===== src/rtl/i2c_tmp_slave_if.sv =====
// Board I2C pins as seen by the TMP-style target.
// The target drives SDA only as an open-drain pull-down enable.
interface i2c_tmp_slave_if;
    logic scl_in;
    logic sda_in;
    logic sda_drive_low;

    modport slave  (input scl_in, input sda_in, output sda_drive_low);
    modport master (output scl_in, output sda_in, input sda_drive_low);
endinterface


===== src/rtl/i2c_tmp_slave.sv =====
// I2C target emulating a TMP-style temperature sensor: pointer register,
// read-only temperature word and three writable 16-bit registers.
module i2c_tmp_slave #(
    parameter logic [6:0]  DEV_ADDR    = 7'h48,
    parameter logic [15:0] CFG_RESET   = 16'h60A0,
    parameter logic [15:0] TLOW_RESET  = 16'h4B00,
    parameter logic [15:0] THIGH_RESET = 16'h5000
) (
    input  logic                  sys_clk,
    input  logic                  rst_n,
    i2c_tmp_slave_if.slave        bus,
    input  logic [15:0]           temp_value,
    output logic [15:0]           cfg_reg,
    output logic [15:0]           tlow_reg,
    output logic [15:0]           thigh_reg,
    output logic                  wr_strobe,
    output logic [1:0]            wr_ptr,
    output logic                  busy
);

    typedef enum logic [3:0] {
        IDLE, ADDR, ADDR_ACK, PTR, PTR_ACK, WR_MSB, WR_MSB_ACK,
        WR_LSB, WR_LSB_ACK, RD_MSB, RD_MACK1, RD_LSB, RD_MACK2, WAIT_STOP
    } state_t;

    state_t      state_r, state_nxt_s;
    logic        scl_meta_r, scl_sync_r, scl_prev_r;
    logic        sda_meta_r, sda_sync_r, sda_prev_r;
    logic        scl_rise_s, scl_fall_s, start_s, stop_s, sda_s;
    logic [2:0]  bit_cnt_r;
    logic [6:0]  shift_r;
    logic [7:0]  msb_r;
    logic [15:0] tx_r;
    logic [15:0] snap_s;
    logic [1:0]  ptr_r;
    logic        rw_r;
    logic        sda_drive_low_r;
    logic        wr_strobe_r;
    logic [1:0]  wr_ptr_r;
    logic        busy_r;
    logic [15:0] cfg_r, tlow_r, thigh_r;

    function automatic logic [15:0] reg_sel(input logic [1:0] p, input logic [15:0] t,
                                            input logic [15:0] c, input logic [15:0] l,
                                            input logic [15:0] h);
        logic [15:0] v;
        case (p)
            2'd0:    v = t;
            2'd1:    v = c;
            2'd2:    v = l;
            2'd3:    v = h;
            default: v = t;
        endcase
        return v;
    endfunction

    // Pad synchronizers plus one history stage for edge detection
    always_ff @(posedge sys_clk or negedge rst_n) begin
        if (!rst_n) begin
            scl_meta_r <= 1'b1; scl_sync_r <= 1'b1; scl_prev_r <= 1'b1;
            sda_meta_r <= 1'b1; sda_sync_r <= 1'b1; sda_prev_r <= 1'b1;
        end else begin
            scl_meta_r <= bus.scl_in; scl_sync_r <= scl_meta_r; scl_prev_r <= scl_sync_r;
            sda_meta_r <= bus.sda_in; sda_sync_r <= sda_meta_r; sda_prev_r <= sda_sync_r;
        end
    end

    assign sda_s      = sda_sync_r;
    assign scl_rise_s = scl_sync_r & ~scl_prev_r;
    assign scl_fall_s = ~scl_sync_r & scl_prev_r;
    assign start_s    = scl_sync_r & scl_prev_r & sda_prev_r & ~sda_sync_r;
    assign stop_s     = scl_sync_r & scl_prev_r & ~sda_prev_r & sda_sync_r;
    assign snap_s     = reg_sel(ptr_r, temp_value, cfg_r, tlow_r, thigh_r);

    // State register
    always_ff @(posedge sys_clk or negedge rst_n) begin
        if (!rst_n) state_r <= IDLE;
        else        state_r <= state_nxt_s;
    end

    // Next-state decode; byte states advance on the 8th SCL rise, ACK states
    // leave on the second SCL fall (the one closing the 9th clock)
    always_comb begin
        state_nxt_s = state_r;
        if (start_s) begin
            state_nxt_s = ADDR;
        end else if (stop_s) begin
            state_nxt_s = IDLE;
        end else begin
            case (state_r)
                ADDR:       if (scl_rise_s && bit_cnt_r == 3'd7)
                                state_nxt_s = (shift_r == DEV_ADDR) ? ADDR_ACK : WAIT_STOP;
                ADDR_ACK:   if (scl_fall_s && sda_drive_low_r) state_nxt_s = rw_r ? RD_MSB : PTR;
                PTR:        if (scl_rise_s && bit_cnt_r == 3'd7) state_nxt_s = PTR_ACK;
                PTR_ACK:    if (scl_fall_s && sda_drive_low_r) state_nxt_s = WR_MSB;
                WR_MSB:     if (scl_rise_s && bit_cnt_r == 3'd7) state_nxt_s = WR_MSB_ACK;
                WR_MSB_ACK: if (scl_fall_s && sda_drive_low_r) state_nxt_s = WR_LSB;
                WR_LSB:     if (scl_rise_s && bit_cnt_r == 3'd7) state_nxt_s = WR_LSB_ACK;
                WR_LSB_ACK: if (scl_fall_s && sda_drive_low_r) state_nxt_s = WR_MSB;
                RD_MSB:     if (scl_rise_s && bit_cnt_r == 3'd7) state_nxt_s = RD_MACK1;
                RD_MACK1:   if (scl_rise_s) state_nxt_s = sda_s ? WAIT_STOP : RD_LSB;
                RD_LSB:     if (scl_rise_s && bit_cnt_r == 3'd7) state_nxt_s = RD_MACK2;
                RD_MACK2:   if (scl_rise_s) state_nxt_s = sda_s ? WAIT_STOP : RD_MSB;
                default:    state_nxt_s = state_r;
            endcase
        end
    end

    // Datapath: shifting, register commit, SDA drive and busy flag
    always_ff @(posedge sys_clk or negedge rst_n) begin
        if (!rst_n) begin
            bit_cnt_r <= 3'd0; shift_r <= 7'd0; msb_r <= 8'd0; tx_r <= 16'd0;
            ptr_r <= 2'd0; rw_r <= 1'b0; sda_drive_low_r <= 1'b0;
            wr_strobe_r <= 1'b0; wr_ptr_r <= 2'd0; busy_r <= 1'b0;
            cfg_r <= CFG_RESET; tlow_r <= TLOW_RESET; thigh_r <= THIGH_RESET;
        end else begin
            wr_strobe_r <= 1'b0;
            if (start_s || state_nxt_s != state_r) bit_cnt_r <= 3'd0;
            else if (scl_rise_s)                   bit_cnt_r <= bit_cnt_r + 3'd1;

            if (state_nxt_s == IDLE || state_nxt_s == WAIT_STOP) busy_r <= 1'b0;
            else if (state_nxt_s == ADDR_ACK)                     busy_r <= 1'b1;

            if (start_s || stop_s) begin
                sda_drive_low_r <= 1'b0;
            end else begin
                case (state_r)
                    ADDR, PTR, WR_MSB: if (scl_rise_s) begin
                        shift_r <= {shift_r[5:0], sda_s};
                        if (bit_cnt_r == 3'd7) begin
                            if (state_r == ADDR)     rw_r  <= sda_s;
                            else if (state_r == PTR) ptr_r <= {shift_r[0], sda_s};
                            else                     msb_r <= {shift_r, sda_s};
                        end
                    end
                    WR_LSB: if (scl_rise_s) begin
                        shift_r <= {shift_r[5:0], sda_s};
                        // Pointer 0 is the read-only temperature: ACKed, never committed
                        if (bit_cnt_r == 3'd7 && ptr_r != 2'd0) begin
                            wr_strobe_r <= 1'b1;
                            wr_ptr_r    <= ptr_r;
                            case (ptr_r)
                                2'd1:    cfg_r   <= {msb_r, shift_r, sda_s};
                                2'd2:    tlow_r  <= {msb_r, shift_r, sda_s};
                                2'd3:    thigh_r <= {msb_r, shift_r, sda_s};
                                default: cfg_r   <= cfg_r;
                            endcase
                        end
                    end
                    ADDR_ACK: if (scl_fall_s) begin
                        if (!sda_drive_low_r) begin
                            sda_drive_low_r <= 1'b1;
                        end else if (rw_r) begin
                            sda_drive_low_r <= ~snap_s[15];
                            tx_r            <= {snap_s[14:0], 1'b0};
                        end else begin
                            sda_drive_low_r <= 1'b0;
                        end
                    end
                    PTR_ACK, WR_MSB_ACK, WR_LSB_ACK:
                        if (scl_fall_s) sda_drive_low_r <= ~sda_drive_low_r;
                    RD_MSB, RD_LSB: if (scl_fall_s) begin
                        sda_drive_low_r <= ~tx_r[15];
                        tx_r            <= {tx_r[14:0], 1'b0};
                    end
                    RD_MACK1, RD_MACK2: begin
                        if (scl_fall_s)                                sda_drive_low_r <= 1'b0;
                        else if (scl_rise_s && state_nxt_s == RD_MSB) tx_r <= snap_s;
                    end
                    default: sda_drive_low_r <= 1'b0;
                endcase
            end
        end
    end

    assign bus.sda_drive_low = sda_drive_low_r;
    assign cfg_reg   = cfg_r;
    assign tlow_reg  = tlow_r;
    assign thigh_reg = thigh_r;
    assign wr_strobe = wr_strobe_r;
    assign wr_ptr    = wr_ptr_r;
    assign busy      = busy_r;

endmodule


===== src/flat_wrapper.sv =====
// flat-port wrapper written by rule: the top's interface ports become plain ports
module i2c_tmp_slave_flat 
#(
    parameter logic [6:0]  DEV_ADDR    = 7'h48,
    parameter logic [15:0] CFG_RESET   = 16'h60A0,
    parameter logic [15:0] TLOW_RESET  = 16'h4B00,
    parameter logic [15:0] THIGH_RESET = 16'h5000
)
  (sys_clk, rst_n, temp_value, cfg_reg, tlow_reg, thigh_reg, wr_strobe, wr_ptr, busy, bus_scl_in, bus_sda_in, bus_sda_drive_low);
  i2c_tmp_slave_if bus_i ();
  input  logic sys_clk;
  input  logic rst_n;
  input  logic [15:0] temp_value;
  output logic [15:0] cfg_reg;
  output logic [15:0] tlow_reg;
  output logic [15:0] thigh_reg;
  output logic wr_strobe;
  output logic [1:0] wr_ptr;
  output logic busy;
  input wire logic [$bits(bus_i.scl_in)-1:0] bus_scl_in;
  input wire logic [$bits(bus_i.sda_in)-1:0] bus_sda_in;
  output wire logic [$bits(bus_i.sda_drive_low)-1:0] bus_sda_drive_low;
  assign bus_i.scl_in = bus_scl_in;
  assign bus_i.sda_in = bus_sda_in;
  assign bus_sda_drive_low = bus_i.sda_drive_low;
  i2c_tmp_slave #(.DEV_ADDR(DEV_ADDR), .CFG_RESET(CFG_RESET), .TLOW_RESET(TLOW_RESET), .THIGH_RESET(THIGH_RESET)) u_core (.sys_clk(sys_clk), .rst_n(rst_n), .bus(bus_i), .temp_value(temp_value), .cfg_reg(cfg_reg), .tlow_reg(tlow_reg), .thigh_reg(thigh_reg), .wr_strobe(wr_strobe), .wr_ptr(wr_ptr), .busy(busy));
endmodule

===== config.mk =====
export PLATFORM = sky130hd
export DESIGN_NAME = i2c_tmp_slave_flat
export DESIGN_NICKNAME = d
export VERILOG_FILES = /design/src/rtl/i2c_tmp_slave_if.sv /design/src/rtl/i2c_tmp_slave.sv /design/src/flat_wrapper.sv
export SDC_FILE = /design/constraint.sdc
export NUM_CORES = 1
export LEC_CHECK = 0
export BUFFER_PORTS_ARGS = -buffer_cell sky130_fd_sc_hd__buf_2
export CAP_MARGIN = 20
export CORE_MARGIN = 1
export CORE_UTILIZATION = 50
export CTS_BUF_LIST = sky130_fd_sc_hd__clkbuf_8 sky130_fd_sc_hd__clkbuf_16
export DETAILED_ROUTE_END_ITERATION = 10
export MAX_ROUTING_LAYER = met4
export PLACE_DENSITY = 0.86
export SYNTH_ARGS = -nofsm -noshare
export SYNTH_HDL_FRONTEND = slang
export SYNTH_SLANG_ARGS = --single-unit

===== constraint.sdc =====
create_clock -name sys_clk -period 2.2 [get_ports sys_clk]
set_input_delay 0.33 -clock sys_clk [delete_from_list [all_inputs] [get_ports sys_clk]]
set_output_delay 0.33 -clock sys_clk [all_outputs]
set_load 0.02 [all_outputs]

[Yosys cells after proc, flatten, opt, wreduce, memory -nomap -nowiden]
Index checks and enable logic that the tools add are counted.
Cells by class
  equality and inequality tests: 32
  add/sub/neg operators: 1
  bitwise gates (word level): 17
  multiplexer cells: 42
  reductions and logical operators: 29
Operators by type and width (count)
  $mux 16: 6
  $pmux 16 s4: 1
  $mux 4: 15
  $pmux 16 s3: 1
  $pmux 4 s11: 1
  $eq 4x4->1 const B: 7
  $reduce_and 5->1: 5
  $eq 4x3->1 const B: 4
  $mux 1: 13
  $eq 4x2->1 const B: 3
  $mux 3: 4
  $ne 2x1->1 const B: 6
  $ne 3x1->1 const B: 4
  $reduce_and 6->1: 2
  $not 1->1: 10
  $reduce_and 8->1: 1
  $and 1x1->1: 7
  $eq 7x7->1 const B: 1
  $reduce_bool 2->1: 3
  $reduce_or 2->1: 3
  $reduce_or 3->1: 2
  $pmux 1 s5: 1
  $eq 2x2->1 const B: 2
  $eq 4x1->1 const B: 1
  13 further kinds: 18
Word-level totals
  output and inout bits: 53
  register bits: 100
  logic and storage cells: 141
  bits of input ports: 20

[Longest topological paths before layout]
  depth in word-level cells: 12
  depth in mapped cells: 10
  mapped depth without buffers: 9

[Worst setup path after synthesis]
No wires, ideal clock.
  path kind: register -> register
  from: reg u_core.bit_cnt_r[0]
  to: reg u_core.tx_r[10]
  data required time: 2.075 ns
  path buffers: 1
  cell stages (with the launch flop): 11
  path slack: -0.255 ns
  period minus slack after synthesis: 2.455 ns
  library setup time: 0.125 ns
  arrival: 2.330 ns
  cell sequence: dfrtp_1 ha_1 ha_1 and3b_1 a31oi_1 o211ai_2 and4_4 o311ai_1 mux2_4 buf_6 mux2_4
On the way
  word-level cells in the longest chain between the ends: 10
  elaborated cells on any way between the ends: 15
  those cells by class: 3 x eq/ne; 9 x mux; 3 x reduce/logical
RTL lines
  start: declaration: RTL line i2c_tmp_slave.sv:30  | logic [2:0] bit_cnt_r;
  start signal: assignment: RTL line i2c_tmp_slave.sv:119  | else if (scl_rise_s) bit_cnt_r <= bit_cnt_r + 3'd1;
  $eq 3x3->1 (*)
  $logic_and 1x1->1 (*)
  $mux 4, or another cell as far along: RTL line i2c_tmp_slave.sv:102  | RD_LSB: if (scl_rise_s && bit_cnt_r == 3'd7) state_nxt_s = RD_MACK2;
  $pmux 4 s11 (*): RTL line i2c_tmp_slave.sv:90  | case (state_r)
  $mux 4 (*): RTL line i2c_tmp_slave.sv:87  | end else if (stop_s) begin
  $mux 4 (*): RTL line i2c_tmp_slave.sv:85  | if (start_s) begin
  $eq 4x4->1 (*): RTL line i2c_tmp_slave.sv:168  | else if (scl_rise_s && state_nxt_s == RD_MSB) tx_r <= snap_s;
  $logic_and 1x1->1 (*): RTL line i2c_tmp_slave.sv:168
  $ne 2x1->1 (no line) (*)
  $reduce_and 8->1 (no line) (*)
  end signal: assignment: RTL line i2c_tmp_slave.sv:155  | tx_r <= {snap_s[14:0], 1'b0};
  end signal: assignment: RTL line i2c_tmp_slave.sv:164  | tx_r <= {tx_r[14:0], 1'b0};
  end signal: assignment: RTL line i2c_tmp_slave.sv:168
  end: declaration: RTL line i2c_tmp_slave.sv:33  | logic [15:0] tx_r;
Every way passes the cells marked *; elsewhere a longest branch is shown, timed or not.
A chain may end at the register's enable or synchronous reset.

[Worst setup path in the final report]
  from: reg u_core.bit_cnt_r[0]
  to: reg u_core.tx_r[5]
Same word-level chain as after synthesis.

==> results.cfg <==
[synth]
syn_nets = 428
ys_ff_latch = 100
synth_xor_area_share_pct = 0.511
yosys_most_used_dff = dfrtp_1
synthArstFlopShare_pct = 100
synth_area_per_cell_sq_um = 12.7
synth-simple-area-share_pct = 11.3
synthMuxAreaShare_pct = 26.1
synth_top_family_by_area = multiplexers
synthCells = 406
synth_compound_area_share_pct = 9.52
seq_area_frac_synth_pct = 49.1
syn_area_sq_mm = 0.00514
synth-edff-count = 0
ys_warn_count = 0
synth_cell_types = 64
synthAdderAreaFrac_pct = 0.877

[route]
wl_um = 14600
final_antenna_net_count = 0
drt_iter0_drc = 180
route.vias.total = 4127
drtPass1Iterations = 5
drc_errors = 0
wire_per_inst_um = 20.8
detail_route.vias_per_cell = 5.89

[clock_tree]
insertion_delay_ns = 0.38
cts_max_path_buffers = 2
cts_tree = yes
clock-sinks = 100
numCtsBuffers = 9
cts_root_buffer = clkbuf_8
cts-htree-levels = 3
cts.clk_slew.worst_paths_ns = 0.12

[sta]
period_needed_ns = 2.45
finClkSkew_ns = 0.0202
grt_setup_unrepaired = yes
max_freq_mhz = 408
max_slew.worst_pin.slew_ns = 0.499
setup_ws_ns = -0.251
max_slew_margin_pct = 66.6
slew_violations = 0
hold_viol = 0
setup_viol = 54
fin_crit_sh_pct = 111

[floorplanning]
initial_core_util_pct = 52.1
fp.coreArea_sq_mm = 0.00986
die_w_um = 103
io_pins = 73
fp-row-count = 36
fp.dieH_um = 103
die_area_sq_mm = 0.0107

[placement]
dp_worst_setup_slack_ns = -0.236
dp_hpwl_um = 10400
place_area_sq_mm = 0.00620
io_buffer_count = 72
gp_congestion = 0.959

[run_status]
violations = setup timing
outcome = finished, violations left

[setup_path]
crit_path_end_kind = flop
cp_max_fo = 8
cp.required_ns = 2.46
rr_worst_depth = 9
arrival_ns = 2.71
critical_path.startpoint_type = flop
path_class = flop to flop

[run]
max-cap-violations = 0

[grt]
grt_start_max_net_pins = 50
grt_pass1_wl_um = 22300
grt_pass1_vias = 4128
antenna_found_initial = 0
overflow = 0
grt_usage_pct = 29.4

[power_and_ir_drop]
ir_worst_vdd_mv = 0.544
power.switching_uw = 2600
finalPower_uw = 6910
power_frac_comb_pct = 48.3
p_leak_uw = 0.00337
clockPowerShare_pct = 18.8
p_per_area_mw_per_mm2 = 1030
internal_power_uw = 4310
p_sw_share_pct = 37.6
seq_power_share_pct = 32.9

[hold_path]
whs_path_depth = 1
hp-class = input pin to flop

[cells_and_area]
syn_to_final_growth_pct = 30.4
layout.nets = 585
antennaDiodeCount = 0
final_area_sq_mm = 0.00670
drive_gt1_share_pct = 50.2
## final timing paths
path	start	end	slack [ns]
worst max-delay path	u_core.bit_cnt_r[0]	u_core.tx_r[5]	-0.25
min in group asynchronous	rst_n	u_core.bit_cnt_r[0]	0.40
max in group asynchronous	rst_n	u_core.cfg_reg[14]	1.08
worst max register to register	u_core.bit_cnt_r[0]	u_core.tx_r[5]	-0.25
worst min register to register	u_core.sda_meta_r	u_core.sda_s	0.36
worst min-delay path	bus_sda_in	u_core.sda_meta_r	0.03
## per-layer routing
layer  part of all wire [%]  vias to the layer above  track usage, %
met5                      0                        -               -
met4                    2.8                        0            11.8
met3                    6.0                       37            3.76
met2                     49                      186            45.2
met1                     42                     2084            39.7
li1                       -                     1820               -
## stage by stage
step           utilization, %  std cells  setup TNS [ns]  hold slack (ns)
6_report                 67.9        701           -5.80           0.0317
5_1_grt                  67.9        701          -11.84           0.0179
4_1_cts                  66.4        693           -3.45           0.0213
3_5_place_dp             62.8        669           -4.30            0.270
3_3_place_gp             62.8        669           -3.47            0.260
2_1_floorplan               -        406           -3.08           0.0344
## cells in the final DEF, fill, tap and decap left out, types with 3 or more instances in the layout
cell type  synthesis  layout
buf_6              2       7
a21oi_1           18      18
clkbuf_8           0       9
mux4_2            16      16
a21o_1             3       3
o22a_1             3       3
a22oi_1           16      16
nor2_2             0       3
inv_1              4       4
o21ai_0            8       8
dfrtp_1           84      84
nand3_1            4       4
xnor2_1            3       3
nor3_1             5       5
a221oi_1           3       3
nand2_1           49      49
nor2_1            18      15
mux2_1            48      38
buf_12             0       4
buf_2              8      72
buf_4              3      81
dfstp_2           16      16
mux2_2            25      22
mux2_4            10      24
## cells by family (layout without fill, tap and decap cells)
logic type               count (synthesis)  after routing
AO/OA/AOI/OAI                           71             71
XOR/XNOR                                 3              3
adder cells (fa/ha/maj)                  4              4
buffers and inverters                   25            186
flip-flops                             100            100
multiplexers                           100            101
AND/OR/NAND/NOR                        103            103
## power groups by stage
| stage | combinational (uW) | clock, uW | sequential, uW |
|---|---|---|---|
| 6_report | 3340 | 1300 | 2270 |
| 3_3_place_gp | 2870 | 0 | 2280 |
| 5_1_grt | 3580 | 1370 | 2300 |
| 4_1_cts | 3200 | 1310 | 2270 |
| 2_1_floorplan | 1830 | 0 | 2300 |
| 3_5_place_dp | 2930 | 0 | 2290 |
## synth_stat cells (4+ instances only)
cell type | number | area share (%)
dfrtp_1 | 84 | 41
o21ai_0 | 8 | 0.78
nor3_1 | 5 | 0.49
mux2_1 | 48 | 11
nand3_1 | 4 | 0.39
nor2_1 | 18 | 1.3
buf_2 | 8 | 0.78
a22oi_1 | 16 | 2.3
nand2_1 | 49 | 3.6
mux2_4 | 10 | 2.9
mux4_2 | 16 | 7.0
dfstp_2 | 16 | 8.2
inv_1 | 4 | 0.29
a21oi_1 | 18 | 1.8
mux2_2 | 25 | 5.5
clkbuf_1 | 4 | 0.29
## critical path: stages, from the launching register on
cell,delay [ns]
dfrtp_1,0.38
ha_2,0.19
ha_4,0.14
and3b_2,0.21
a31oi_2,0.09
o211ai_2,0.22
and4_4,0.27
o311ai_4,0.12
mux2_4,0.37
mux2_1,0.33
## area by class of cell
cell class | count | area [sq um]
repair buffers | 165 | 1140
fillers | 665 | 3160
flip-flops and latches | 100 | 2520
clock buffers | 9 | 124
well taps | 133 | 166
clock inverters | 7 | 103
inverters | 5 | 18.8
multi-input cells | 282 | 2630
## timing repair
item,in CTS,in global routing
gates resized for setup,13,24
gates cloned,1,1
setup buffers,6,7
hold buffers,1,0
endpoints found under the setup margin,47,76
endpoints found under the hold margin,17,0
pin swaps,12,7
Note: power is estimated with default switching activity, not from simulation.
